<file path="src/rtl/vga_timing_gen_if.sv">
// Timing bundle from the VGA timing generator.
// Carries counters, pixel coordinates, syncs and strobes to consumers.
interface vga_timing_gen_if #(
   parameter int CW = 11
);
   logic [CW-1:0] pos_H;
   logic [CW-1:0] pos_V;
   logic [CW-1:0] pix_X;
   logic [CW-1:0] pix_Y;
   logic          HSync;
   logic          VSync;
   logic          vga_Ready;
   logic          line_Start;
   logic          frame_Start;
   logic          v_Blank;
   logic [15:0]   frame_Cnt;

   modport master (
      output pos_H,
      output pos_V,
      output pix_X,
      output pix_Y,
      output HSync,
      output VSync,
      output vga_Ready,
      output line_Start,
      output frame_Start,
      output v_Blank,
      output frame_Cnt
   );

   modport slave (
      input pos_H,
      input pos_V,
      input pix_X,
      input pix_Y,
      input HSync,
      input VSync,
      input vga_Ready,
      input line_Start,
      input frame_Start,
      input v_Blank,
      input frame_Cnt
   );
endinterface

</file>
<file path="src/rtl/vga_timing_gen.sv">
// Parametrised VGA timing generator.
// Syncs and enable are delayed PIPE enabled clocks to match pixel fetch.
module vga_timing_gen #(
   parameter int H_ACTIVE = 640,
   parameter int H_FRONT  = 16,
   parameter int H_SYNC   = 96,
   parameter int H_BACK   = 48,
   parameter int V_ACTIVE = 480,
   parameter int V_FRONT  = 10,
   parameter int V_SYNC   = 2,
   parameter int V_BACK   = 33,
   parameter int H_POL    = 0,
   parameter int V_POL    = 0,
   parameter int CW       = 11,
   parameter int PIPE     = 2
) (
   input  logic             vga_CLK,
   input  logic             vga_RST,
   input  logic             vga_CE,
   vga_timing_gen_if.master vga
);

   localparam int H_TOTAL = H_ACTIVE + H_FRONT + H_SYNC + H_BACK;
   localparam int V_TOTAL = V_ACTIVE + V_FRONT + V_SYNC + V_BACK;
   localparam int H_SS    = H_ACTIVE + H_FRONT;
   localparam int H_SE    = H_SS + H_SYNC;
   localparam int V_SS    = V_ACTIVE + V_FRONT;
   localparam int V_SE    = V_SS + V_SYNC;

   localparam logic [CW-1:0] H_LAST = CW'(H_TOTAL - 1);
   localparam logic [CW-1:0] V_LAST = CW'(V_TOTAL - 1);
   localparam logic          HP     = 1'(H_POL);
   localparam logic          VP     = 1'(V_POL);

   logic [CW-1:0] pos_h;
   logic [CW-1:0] pos_v;
   logic [15:0]   frame_cnt;
   logic [31:0]   h32;
   logic [31:0]   v32;
   logic          h_end;
   logic          v_end;
   logic          hs0;
   logic          vs0;
   logic          de0;
   logic          hs_lvl;
   logic          vs_lvl;
   logic          line_st;

   assign h_end = (pos_h == H_LAST);
   assign v_end = (pos_v == V_LAST);

   always_ff @(posedge vga_CLK) begin
      if (vga_RST) begin
         pos_h     <= '0;
         pos_v     <= '0;
         frame_cnt <= '0;
      end else if (vga_CE) begin
         if (h_end) begin
            pos_h <= '0;
            if (v_end) begin
               pos_v     <= '0;
               frame_cnt <= frame_cnt + 16'd1;
            end else begin
               pos_v <= pos_v + CW'(1);
            end
         end else begin
            pos_h <= pos_h + CW'(1);
         end
      end
   end

   // Compare in 32 bits so a sync region ending at 2^CW cannot alias.
   assign h32 = 32'(pos_h);
   assign v32 = 32'(pos_v);

   assign hs0 = (h32 >= H_SS) && (h32 < H_SE);
   assign vs0 = (v32 >= V_SS) && (v32 < V_SE);
   assign de0 = (h32 < H_ACTIVE) && (v32 < V_ACTIVE);

   assign hs_lvl = hs0 ? HP : ~HP;
   assign vs_lvl = vs0 ? VP : ~VP;

   generate
      if (PIPE == 0) begin : g_nopipe
         assign vga.HSync     = hs_lvl;
         assign vga.VSync     = vs_lvl;
         assign vga.vga_Ready = de0;
      end else begin : g_pipe
         logic [PIPE-1:0] hs_q;
         logic [PIPE-1:0] vs_q;
         logic [PIPE-1:0] de_q;

         always_ff @(posedge vga_CLK) begin
            if (vga_RST) begin
               hs_q <= {PIPE{~HP}};
               vs_q <= {PIPE{~VP}};
               de_q <= '0;
            end else if (vga_CE) begin
               hs_q[0] <= hs_lvl;
               vs_q[0] <= vs_lvl;
               de_q[0] <= de0;
               for (int i = 1; i < PIPE; i++) begin
                  hs_q[i] <= hs_q[i-1];
                  vs_q[i] <= vs_q[i-1];
                  de_q[i] <= de_q[i-1];
               end
            end
         end

         assign vga.HSync     = hs_q[PIPE-1];
         assign vga.VSync     = vs_q[PIPE-1];
         assign vga.vga_Ready = de_q[PIPE-1];
      end
   endgenerate

   // Strobes are gated by the enable so a stall cannot repeat them.
   assign line_st = vga_CE && (pos_h == '0);

   assign vga.pos_H       = pos_h;
   assign vga.pos_V       = pos_v;
   assign vga.pix_X       = de0 ? pos_h : '0;
   assign vga.pix_Y       = de0 ? pos_v : '0;
   assign vga.line_Start  = line_st;
   assign vga.frame_Start = line_st && (pos_v == '0);
   assign vga.v_Blank     = (v32 >= V_ACTIVE);
   assign vga.frame_Cnt   = frame_cnt;

endmodule

</file>
<file path="src/flat_wrapper.sv">
// flat-port wrapper written by rule: the top's interface ports become plain ports
module vga_timing_gen_flat 
#(
   parameter int H_ACTIVE = 640,
   parameter int H_FRONT  = 16,
   parameter int H_SYNC   = 96,
   parameter int H_BACK   = 48,
   parameter int V_ACTIVE = 480,
   parameter int V_FRONT  = 10,
   parameter int V_SYNC   = 2,
   parameter int V_BACK   = 33,
   parameter int H_POL    = 0,
   parameter int V_POL    = 0,
   parameter int CW       = 11,
   parameter int PIPE     = 2
)
  (vga_CLK, vga_RST, vga_CE, vga_pos_H, vga_pos_V, vga_pix_X, vga_pix_Y, vga_HSync, vga_VSync, vga_vga_Ready, vga_line_Start, vga_frame_Start, vga_v_Blank, vga_frame_Cnt);
  vga_timing_gen_if #(.CW(CW)) vga_i ();
  input  logic vga_CLK;
  input  logic vga_RST;
  input  logic vga_CE;
  output wire logic [$bits(vga_i.pos_H)-1:0] vga_pos_H;
  output wire logic [$bits(vga_i.pos_V)-1:0] vga_pos_V;
  output wire logic [$bits(vga_i.pix_X)-1:0] vga_pix_X;
  output wire logic [$bits(vga_i.pix_Y)-1:0] vga_pix_Y;
  output wire logic [$bits(vga_i.HSync)-1:0] vga_HSync;
  output wire logic [$bits(vga_i.VSync)-1:0] vga_VSync;
  output wire logic [$bits(vga_i.vga_Ready)-1:0] vga_vga_Ready;
  output wire logic [$bits(vga_i.line_Start)-1:0] vga_line_Start;
  output wire logic [$bits(vga_i.frame_Start)-1:0] vga_frame_Start;
  output wire logic [$bits(vga_i.v_Blank)-1:0] vga_v_Blank;
  output wire logic [$bits(vga_i.frame_Cnt)-1:0] vga_frame_Cnt;
  assign vga_pos_H = vga_i.pos_H;
  assign vga_pos_V = vga_i.pos_V;
  assign vga_pix_X = vga_i.pix_X;
  assign vga_pix_Y = vga_i.pix_Y;
  assign vga_HSync = vga_i.HSync;
  assign vga_VSync = vga_i.VSync;
  assign vga_vga_Ready = vga_i.vga_Ready;
  assign vga_line_Start = vga_i.line_Start;
  assign vga_frame_Start = vga_i.frame_Start;
  assign vga_v_Blank = vga_i.v_Blank;
  assign vga_frame_Cnt = vga_i.frame_Cnt;
  vga_timing_gen #(.H_ACTIVE(H_ACTIVE), .H_FRONT(H_FRONT), .H_SYNC(H_SYNC), .H_BACK(H_BACK), .V_ACTIVE(V_ACTIVE), .V_FRONT(V_FRONT), .V_SYNC(V_SYNC), .V_BACK(V_BACK), .H_POL(H_POL), .V_POL(V_POL), .CW(CW), .PIPE(PIPE)) u_core (.vga_CLK(vga_CLK), .vga_RST(vga_RST), .vga_CE(vga_CE), .vga(vga_i));
endmodule
</file>
<file path="config.mk">
export PLATFORM = sky130hd
export DESIGN_NAME = vga_timing_gen_flat
export DESIGN_NICKNAME = d
export VERILOG_FILES = /design/src/rtl/vga_timing_gen_if.sv /design/src/rtl/vga_timing_gen.sv /design/src/flat_wrapper.sv
export SDC_FILE = /design/constraint.sdc
export NUM_CORES = 1
export LEC_CHECK = 0
export BUFFER_PORTS_ARGS = -buffer_cell sky130_fd_sc_hd__buf_4
export CAP_MARGIN = 20
export CELL_PAD_IN_SITES_DETAIL_PLACEMENT = 0
export CELL_PAD_IN_SITES_GLOBAL_PLACEMENT = 2
export CORE_MARGIN = 2
export CORE_UTILIZATION = 32
export DETAILED_ROUTE_END_ITERATION = 8
export PLACE_DENSITY_LB_ADDON = 0.1
export SKIP_LAST_GASP = 1
export SLEW_MARGIN = 20
export SYNTH_ARGS = -nofsm -noshare
export SYNTH_HDL_FRONTEND = slang
export SYNTH_SLANG_ARGS = --single-unit
</file>
<file path="constraint.sdc">
create_clock -name vga_CLK -period 3.5 [get_ports vga_CLK]
set_input_delay 0.7 -clock vga_CLK [delete_from_list [all_inputs] [get_ports vga_CLK]]
set_output_delay 0.7 -clock vga_CLK [all_outputs]
set_load 0.03 [all_outputs]
</file>
==> impl_metrics.json, run 1 <==
{
  "required_ns": 2.80,
  "switching_share": 0.268,
  "yosysSeqAreaShare": 0.362,
  "hold-path-endpoint": "u_core.g_pipe.vs_q[1]",
  "initial_core_util": 0.334,
  "cts_max_path_buffers": 2,
  "dp.cells": 430,
  "worstPathArrival_ns": 2.20,
  "p_int_mw": 0.673,
  "antenna_found_initial": 0,
  "track_usage": 0.155,
  "drt_iter0_markers": 119,
  "rsz0062_at_grt": "false",
  "core-area_um2": 7290,
  "setup_tns_ns": 0,
  "cts_inserted_buffers": 5,
  "clkPwrFrac": 0.364,
  "hold_viol_final": 0,
  "final_common_cell": "buf_4",
  "path_max_fanout": 10,
  "cts_setup_buffers": 0,
  "slowest_delay_ns": 0.45,
  "htree_levels": 2,
  "drive_above_1_share": 0.257,
  "r2r-start": "u_core.vga.pos_H[5]",
  "synth_edf_count": 0,
  "rows": 31,
  "ys_top_cells_by_area": "dfxtp_1 36%, o31ai_1 4.9%, or4_1 4.9%",
  "worstMarginPinSlew_ns": 0.623,
  "port_buffers": 65,
  "maxCapViolCount": 0,
  "syn_inst": 284,
  "setup_viol": 0,
  "ys.flop_type": "dfxtp_1",
  "cts_hold_buffers": 0,
  "grt_pass1_vias": 2032,
  "cts_root_buffer": "clkbuf_8",
  "crit_path_start_kind": "flop",
  "routed_via_density": 5.16,
  "avgSynthCellArea_um2": 8.56,
  "grt_start_max_net_pins": 42,
  "pin_count": 69,
  "pwr-share-comb": 0.078,
  "clock_latency_ns": 0.30,
  "synth_warnings": 0,
  "whs_path_depth": 1,
  "ys_ff_latch": 44,
  "slew_headroom": 0.579,
  "hp-class": "reg2reg",
  "synth.cell_area_um2": 2430,
  "worstSetupPathType": "reg2out",
  "crit_path_cell_trace": "nor4_1, nand4_1, nor4_1, nor4b_2, buf_4",
  "critPathMostFrequentCell": "nor4_1",
  "cts_tree": "yes",
  "antenna_cells": 0,
  "fp.dieW_um": 91.2,
  "drc": 0,
  "grt_pass1_wl_mm": 10.6,
  "cts.clk_slew.worst_paths_ns": 0.09,
  "worst_r2r_path_depth": 5,
  "die_area_um2": 8310,
  "period_minus_slack_ns": 2.90,
  "routabilityCongestion": 0.781,
  "timing.fmax_mhz": 345,
  "synth.top_cell.area_share": 0.362,
  "p_leak_nw": 1.13,
  "final_cells": 438,
  "overflow": 0,
  "dp_hpwl_mm": 4.39,
  "whs_ns": 0.466,
  "area_growth_pct": 24.0,
  "utilization": 0.414,
  "die_y_um": 91.2,
  "clock_skew_ns": 0.00663,
  "ys_async_sr_fraction": 0,
  "p_seq_frac": 0.557,
  "firstDrtPassIters": 4,
  "clkSinkCount": 44,
  "ant_nets": 0,
  "maxSlewViolCount": 0,
  "status": "finished, final reports clean",
  "ys_types": 46,
  "endpoint_kind": "primary output",
  "r2r_setup_slack_ns": 0.89,
  "wirelength_mm": 6.39,
  "most-common-layout-cells": "67 x buf_4, 44 x dfxtp_1, 22 x a21oi_1",
  "fin_crit_sh": 0.827,
  "power_density_nw_per_um2": 305,
  "post_cts_resized": 0,
  "via_count": 2260,
  "r2r-end": "u_core.vga.frame_Cnt[12]",
  "ir_drop_v": 0.000140,
  "nets": 346,
  "switching_power_mw": 0.246,
  "worstHoldStart": "u_core.g_pipe.vs_q[0]",
  "cp_slowest_cell": "nor4_1",
  "wl_per_cell_um": 14.6,
  "yosysTopAreaCell": "dfxtp_1"
}
synth_stat cells (all sizes together) (2+ instances only):
master and instances:
dfxtp 44, and2 19, o31ai 16, clkbuf 12, nand4 15, ha 5, o21ai 7, nand2 11
nor4 6, nand3 12, mux2i 4, and3 2, nor2b 3, or3 7, or4 19, buf 10
nand2b 2, a21oi 22, and4 6, xor2 5, nor2 20, inv 8, nor3 4, or2 2
nor4bb 3, xnor2 8, nor4b 2, a211o 3
state kept, by name, summed over array words and instances, names as in the netlist:
signal / cells
u_core.g_pipe.de_q: 2
u_core.g_pipe.vs_q: 2
u_core.vga.frame_Cnt: 16
u_core.vga.pos_V: 11
u_core.vga.pos_H: 11
u_core.g_pipe.hs_q: 2
worst max-delay path: cells and delay by family, from the launching register on:
family / cells / cell delay [ns]
AND/OR/NAND/NOR: 4 / 1.25
flip-flops: 1 / 0.43
buffers and inverters: 1 / 0.22
how the worst max path moves through the flow:
stage                          endpoint  slack (ns)           startpoint
3_5_place_dp   u_core.vga.frame_Cnt[12]        0.63               vga_CE
3_3_place_gp   u_core.vga.frame_Cnt[15]        0.67               vga_CE
4_1_cts                 vga_frame_Start        0.56  u_core.vga.pos_H[6]
6_report                vga_frame_Start        0.60  u_core.vga.pos_H[6]
2_1_floorplan           vga_frame_Start        0.07  u_core.vga.pos_H[5]
5_1_grt                 vga_frame_Start        0.43  u_core.vga.pos_H[6]
metrics by stage:
step                      area (um^2)  setup slack, ns  total power [mW]
after floorplan                  2450           0.0705             0.577
after CTS                        3020            0.562             0.935
after detailed placement         2920            0.630             0.597
after global routing             3020            0.434             0.967
final                            3020            0.604             0.919
after global placement           2920            0.672             0.597
power by group through the flow:
stage          sequential, mW  combinational (mW)  clock [mW]
6_report                0.512              0.0720       0.335
4_1_cts                 0.512              0.0733       0.350
3_5_place_dp            0.524              0.0732           0
5_1_grt                 0.514              0.0774       0.376
2_1_floorplan           0.531              0.0464           0
3_3_place_gp            0.524              0.0732           0
routing by layer:
metal / global-route usage / vias up / part of all wire
li1: - / 1153 / -
met2: 0.235 / 47 / 0.43
met3: 0.0282 / 5 / 0.039
met5: 0 / - / 0
met1: 0.225 / 1055 / 0.52
met4: 0.0391 / 0 / 0.0094
cells by family (layout without fill, tap and decap cells):
family | after synthesis | in the layout | share of synthesized area
AOI/OAI and AO/OA | 53 | 53 | 0.138
buffers and inverters | 30 | 83 | 0.0766
and+or+nand+nor | 134 | 134 | 0.333
adders and majority gates | 5 | 5 | 0.0257
xor gates and xnor gates | 13 | 13 | 0.0468
muxes | 4 | 4 | 0.0165
other | 1 | 3 | 0.00154
DFF | 44 | 44 | 0.362
layout make-up:
class | count | area (um^2)
fillers | 791 | 4280
multi-input cells | 212 | 1390
flip-flops and latches | 44 | 881
repair buffers | 67 | 503
well taps | 99 | 124
clock buffers | 5 | 68.8
inverters | 8 | 30.0
clock inverters | 3 | 23.8
Power figures use the tool's default switching activity.
==> run 2, diff against run 1 <==
--- a/config.mk
+++ b/config.mk
@@ -10,7 +10,7 @@
 export CELL_PAD_IN_SITES_DETAIL_PLACEMENT = 0
 export CELL_PAD_IN_SITES_GLOBAL_PLACEMENT = 2
 export CORE_MARGIN = 2
-export CORE_UTILIZATION = 32
+export CORE_UTILIZATION = 30
 export DETAILED_ROUTE_END_ITERATION = 8
 export PLACE_DENSITY_LB_ADDON = 0.1
 export SKIP_LAST_GASP = 1
==> constraint.sdc (replaced) <==
create_clock -name vga_CLK -period 2.9 [get_ports vga_CLK]
set_input_delay 0.58 -clock vga_CLK [delete_from_list [all_inputs] [get_ports vga_CLK]]
set_output_delay 0.58 -clock vga_CLK [all_outputs]
set_load 0.03 [all_outputs]
==> run 2 against run 1 <==
Against the previous run:
- die area increased by 6.4%
- sequential power increased by 21%
- global-route usage decreased by 0.35 points
- sequential share of layout area decreased by 0.86 points
- flip-flop and latch count unchanged
- critical path depth unchanged
- critical path type unchanged
- largest cell class unchanged
- largest power group unchanged
- highest routed layer unchanged
==> impl_metrics.json, run 2 (synthesized netlist as in run 1, its figures left out) <==
{
  "cts_tree": "yes",
  "hp-class": "reg2reg",
  "status": "finished, final reports clean",
  "via_count": 2309,
  "rsz0062_at_grt": "false",
  "routed_via_density": 5.18,
  "drive_above_1_share": 0.273,
  "utilization": 0.398,
  "period_minus_slack_ns": 2.61,
  "die_y_um": 94.0,
  "setup_tns_ns": 0,
  "core-area_um2": 7810,
  "most-common-layout-cells": "72 x buf_4, 44 x dfxtp_1, 22 x a21oi_1",
  "htree_levels": 2,
  "antenna_cells": 0,
  "ant_nets": 0,
  "final_area_um2": 3110,
  "cts.clk_slew.worst_paths_ns": 0.09,
  "routabilityCongestion": 0.781,
  "ir_drop_v": 0.000201,
  "grt_pass1_vias": 1909,
  "rows": 32,
  "dpl_cell_area_um2": 2980,
  "dp_slack_ns": 0.343,
  "wirelength_mm": 6.66,
  "cts_max_path_buffers": 2,
  "clkSinkCount": 44,
  "regArea_um2": 881,
  "path_max_fanout": 11,
  "area_growth_pct": 27.7,
  "pin_count": 69,
  "worst_slack_ns": 0.288,
  "wl_per_cell_um": 14.9,
  "endpoint_kind": "primary output",
  "nets": 351,
  "timing.fmax_mhz": 383,
  "cts_root_buffer": "clkbuf_8",
  "grt_start_max_net_pins": 42,
  "num-fill-cells": 827,
  "die_area_um2": 8840,
  "maxSlewViolCount": 0,
  "setup_viol": 0,
  "worstPathArrival_ns": 2.03,
  "worstMarginPinSlew_ns": 0.629,
  "maxCapViolCount": 0,
  "largest_register_ffs": 16,
  "fin_crit_sh": 0.901,
  "p_leak_nw": 1.18,
  "grt_pass1_wl_mm": 10.6,
  "slew_headroom": 0.575,
  "worstSetupPathType": "reg2out",
  "fp.dieW_um": 94.0,
  "drt_iter0_markers": 90,
  "final_common_cell": "buf_4",
  "power_density_nw_per_um2": 394,
  "overflow": 0,
  "dp_hpwl_mm": 4.52,
  "hold_viol_final": 0,
  "port_buffers": 65,
  "crit_path_start_kind": "flop",
  "firstDrtPassIters": 4,
  "drc": 0,
  "clock_latency_ns": 0.30,
  "multi_input_area_um2": 1410,
  "cts_inserted_buffers": 5,
  "required_ns": 2.32,
  "initial_core_util": 0.312,
  "clock_skew_ns": 0.0138,
  "track_usage": 0.151,
  "antenna_found_initial": 0
}
-- run 2: final timing paths --
| check | depth (start not counted) | slack [ns] | startpoint | to |
|---|---|---|---|---|
| setup / recovery | 5 | 0.29 | u_core.vga.pos_H[5] | vga_frame_Start |
| hold / removal | 1 | 0.47 | u_core.g_pipe.vs_q[0] | u_core.g_pipe.vs_q[1] |
| setup reg to reg | 4 | 0.31 | u_core.vga.pos_H[5] | u_core.vga.frame_Cnt[12] |
| hold reg to reg | 1 | 0.47 | u_core.g_pipe.vs_q[0] | u_core.g_pipe.vs_q[1] |
-- run 2: timing repair --
item | 4_1_cts | 5_1_grt
setup endpoints to repair | 0 | 1
hold buffers | 0 | 0
buffers inserted | 0 | 0
resized for setup | 0 | 1
-- run 2: final cells by class --
| cell class | instances | share of cell area |
|---|---|---|
| timing repair buffer | 72 | 0.174 |
| tap | 102 | 0.0411 |
| sequential | 44 | 0.284 |
| clock buffer | 6 | 0.0266 |
| multi-input combinational | 212 | 0.453 |
| inverter | 8 | 0.00967 |
| clock inverter | 2 | 0.0125 |
-- run 2: worst max-delay path: stages (launching register included) --
cell and delay, ns:
dfxtp_1 0.44, nor4_2 0.36, nand4_1 0.15, nor4_2 0.28, nor4b_4 0.29, buf_4 0.21
-- run 2: power by group --
group	internal [mW]	switching [mW]
Sequential	0.611	0.00780
Combinational	0.0336	0.0579
Clock	0.282	0.233
Total	0.926	0.299
-- run 2: metrics by stage --
step | hold slack [ns] | power [mW] | instances
after detailed placement | 0.452 | 0.725 | 438
after global routing | 0.485 | 1.27 | 446
after floorplan | 0.430 | 0.699 | 286
final | 0.472 | 1.23 | 446
after CTS | 0.477 | 1.24 | 446
after global placement | 0.445 | 0.725 | 438
-- run 2: metal layers --
metal | GRT usage | up-vias | share of wire | wire [um]
met2 | 0.210 | 46 | 0.42 | 2800
met1 | 0.234 | 1094 | 0.53 | 3530
met3 | 0.0305 | 6 | 0.038 | 255
li1 | - | 1163 | - | -
met5 | 0 | - | 0 | 0
met4 | 0.0399 | 0 | 0.010 | 69
==> run 3, diff against run 2 <==
--- a/config.mk
+++ b/config.mk
@@ -10,7 +10,8 @@
 export CELL_PAD_IN_SITES_DETAIL_PLACEMENT = 0
 export CELL_PAD_IN_SITES_GLOBAL_PLACEMENT = 2
 export CORE_MARGIN = 2
-export CORE_UTILIZATION = 30
+export CORE_UTILIZATION = 31
+export CTS_BUF_LIST = sky130_fd_sc_hd__clkbuf_4 sky130_fd_sc_hd__clkbuf_8
 export DETAILED_ROUTE_END_ITERATION = 8
 export PLACE_DENSITY_LB_ADDON = 0.1
 export SKIP_LAST_GASP = 1
==> run 3 against run 2 <==
Against the previous run:
- utilization up 0.38 points
- critical endpoint unchanged
- combinational power fell by 0.8%
- first-iteration DRC count is 19% higher
- highest routed layer unchanged
- die area shrank 3.1%
==> impl_metrics.json, run 3 (synthesized netlist as in run 1, its figures left out) <==
{
  "nets": 351,
  "antenna_found_initial": 0,
  "overflow": 0,
  "dp.cells": 438,
  "worstMarginPinSlew_ns": 0.642,
  "rows": 32,
  "whs_ns": 0.468,
  "crit_path_start_kind": "flop",
  "routabilityCongestion": 0.758,
  "dp_hpwl_mm": 4.55,
  "wirelength_mm": 6.65,
  "core-area_um2": 7650,
  "worstPathArrival_ns": 2.22,
  "cts_hold_buffers": 0,
  "cts.clk_slew.worst_paths_ns": 0.09,
  "worstSetupPathType": "reg2out",
  "grt_start_max_net_pins": 42,
  "ant_nets": 0,
  "final_cells": 446,
  "fp.dieW_um": 92.6,
  "firstDrtPassIters": 4,
  "most-common-layout-cells": "72 x buf_4, 44 x dfxtp_1, 22 x a21oi_1",
  "via_count": 2302,
  "clock_skew_ns": 0.00861,
  "status": "finished, final reports clean",
  "drc": 0,
  "maxCapViolCount": 0,
  "drt_iter0_markers": 107,
  "setup_tns_ns": 0,
  "ir_drop_v": 0.000164,
  "rsz0062_at_grt": "false",
  "antenna_cells": 0,
  "initial_core_util": 0.318,
  "port_buffers": 65,
  "die_y_um": 92.6,
  "period_minus_slack_ns": 2.80,
  "wl_per_cell_um": 14.9,
  "maxSlewViolCount": 0,
  "clkSinkCount": 44,
  "clock_latency_ns": 0.31,
  "cts_tree": "yes",
  "fin_crit_sh": 0.965,
  "cts_setup_buffers": 0,
  "setup_viol": 0,
  "routed_via_density": 5.16,
  "largest_register_ffs": 16,
  "area_growth_pct": 26.3,
  "die_area_um2": 8570,
  "hp-class": "reg2reg",
  "drive_above_1_share": 0.270,
  "path_max_fanout": 11,
  "post_cts_resized": 0,
  "hold_viol_final": 0,
  "cts_inserted_buffers": 5,
  "p_leak_nw": 1.17,
  "htree_levels": 2,
  "cts_root_buffer": "clkbuf_8",
  "grt_pass1_vias": 2139,
  "grt_pass1_wl_mm": 10.8,
  "track_usage": 0.157,
  "power_density_nw_per_um2": 368,
  "pin_count": 69,
  "endpoint_kind": "primary output",
  "final_common_cell": "buf_4",
  "timing.fmax_mhz": 357,
  "required_ns": 2.32,
  "slew_headroom": 0.568,
  "cts_max_path_buffers": 2
}
-- run 3: per-layer routing --
layer	GRT usage	routed length (um)	vias up
met3	0.0334	301	5
met1	0.221	3360	1080
met2	0.239	2920	60
li1	-	-	1157
met5	0	0	-
met4	0.0498	70	0
-- run 3: report_power, final --
group	internal [mW]	switching, mW
sequential	0.611	0.00720
combinational	0.0334	0.0574
clock	0.191	0.231
total	0.835	0.295
-- run 3: stage by stage --
| step | power (mW) | area, um^2 | setup slack, ns | utilization |
|---|---|---|---|---|
| 2_1_floorplan | 0.699 | 2460 | 0.145 | - |
| 6_report | 1.13 | 3070 | 0.101 | 0.402 |
| 3_5_place_dp | 0.725 | 2980 | 0.359 | 0.390 |
| 4_1_cts | 1.14 | 3070 | 0.117 | 0.402 |
| 3_3_place_gp | 0.725 | 2980 | 0.394 | 0.390 |
| 5_1_grt | 1.18 | 3070 | 0.0102 | 0.402 |
-- run 3: worst max-delay path, cell delays in order, from the launching register on --
cell and delay [ns]:
dfxtp_1 0.43, nor4_1 0.49, nand4_1 0.16, nor4_2 0.35
nor4b_4 0.28, buf_4 0.20
-- run 3: area by class of cell --
cell class | instances | area, um^2
clock buffers | 6 | 82.6
flip-flops and latches | 44 | 881
fillers | 793 | 4580
multi-input cells | 212 | 1400
clock inverters | 2 | 10.0
well taps | 102 | 128
repair buffers | 72 | 541
inverters | 8 | 30.0
-- run 3: path summary, 6_finish.rpt --
| check | start | endpoint | slack, ns | cells after the start |
|---|---|---|---|---|
| worst max register to register | u_core.vga.pos_H[5] | u_core.vga.frame_Cnt[14] | 0.34 | 4 |
| worst min register to register | u_core.g_pipe.vs_q[0] | u_core.g_pipe.vs_q[1] | 0.47 | 1 |
| worst max-delay path | u_core.vga.pos_H[5] | vga_frame_Start | 0.10 | 5 |
| worst min-delay path | u_core.g_pipe.vs_q[0] | u_core.g_pipe.vs_q[1] | 0.47 | 1 |
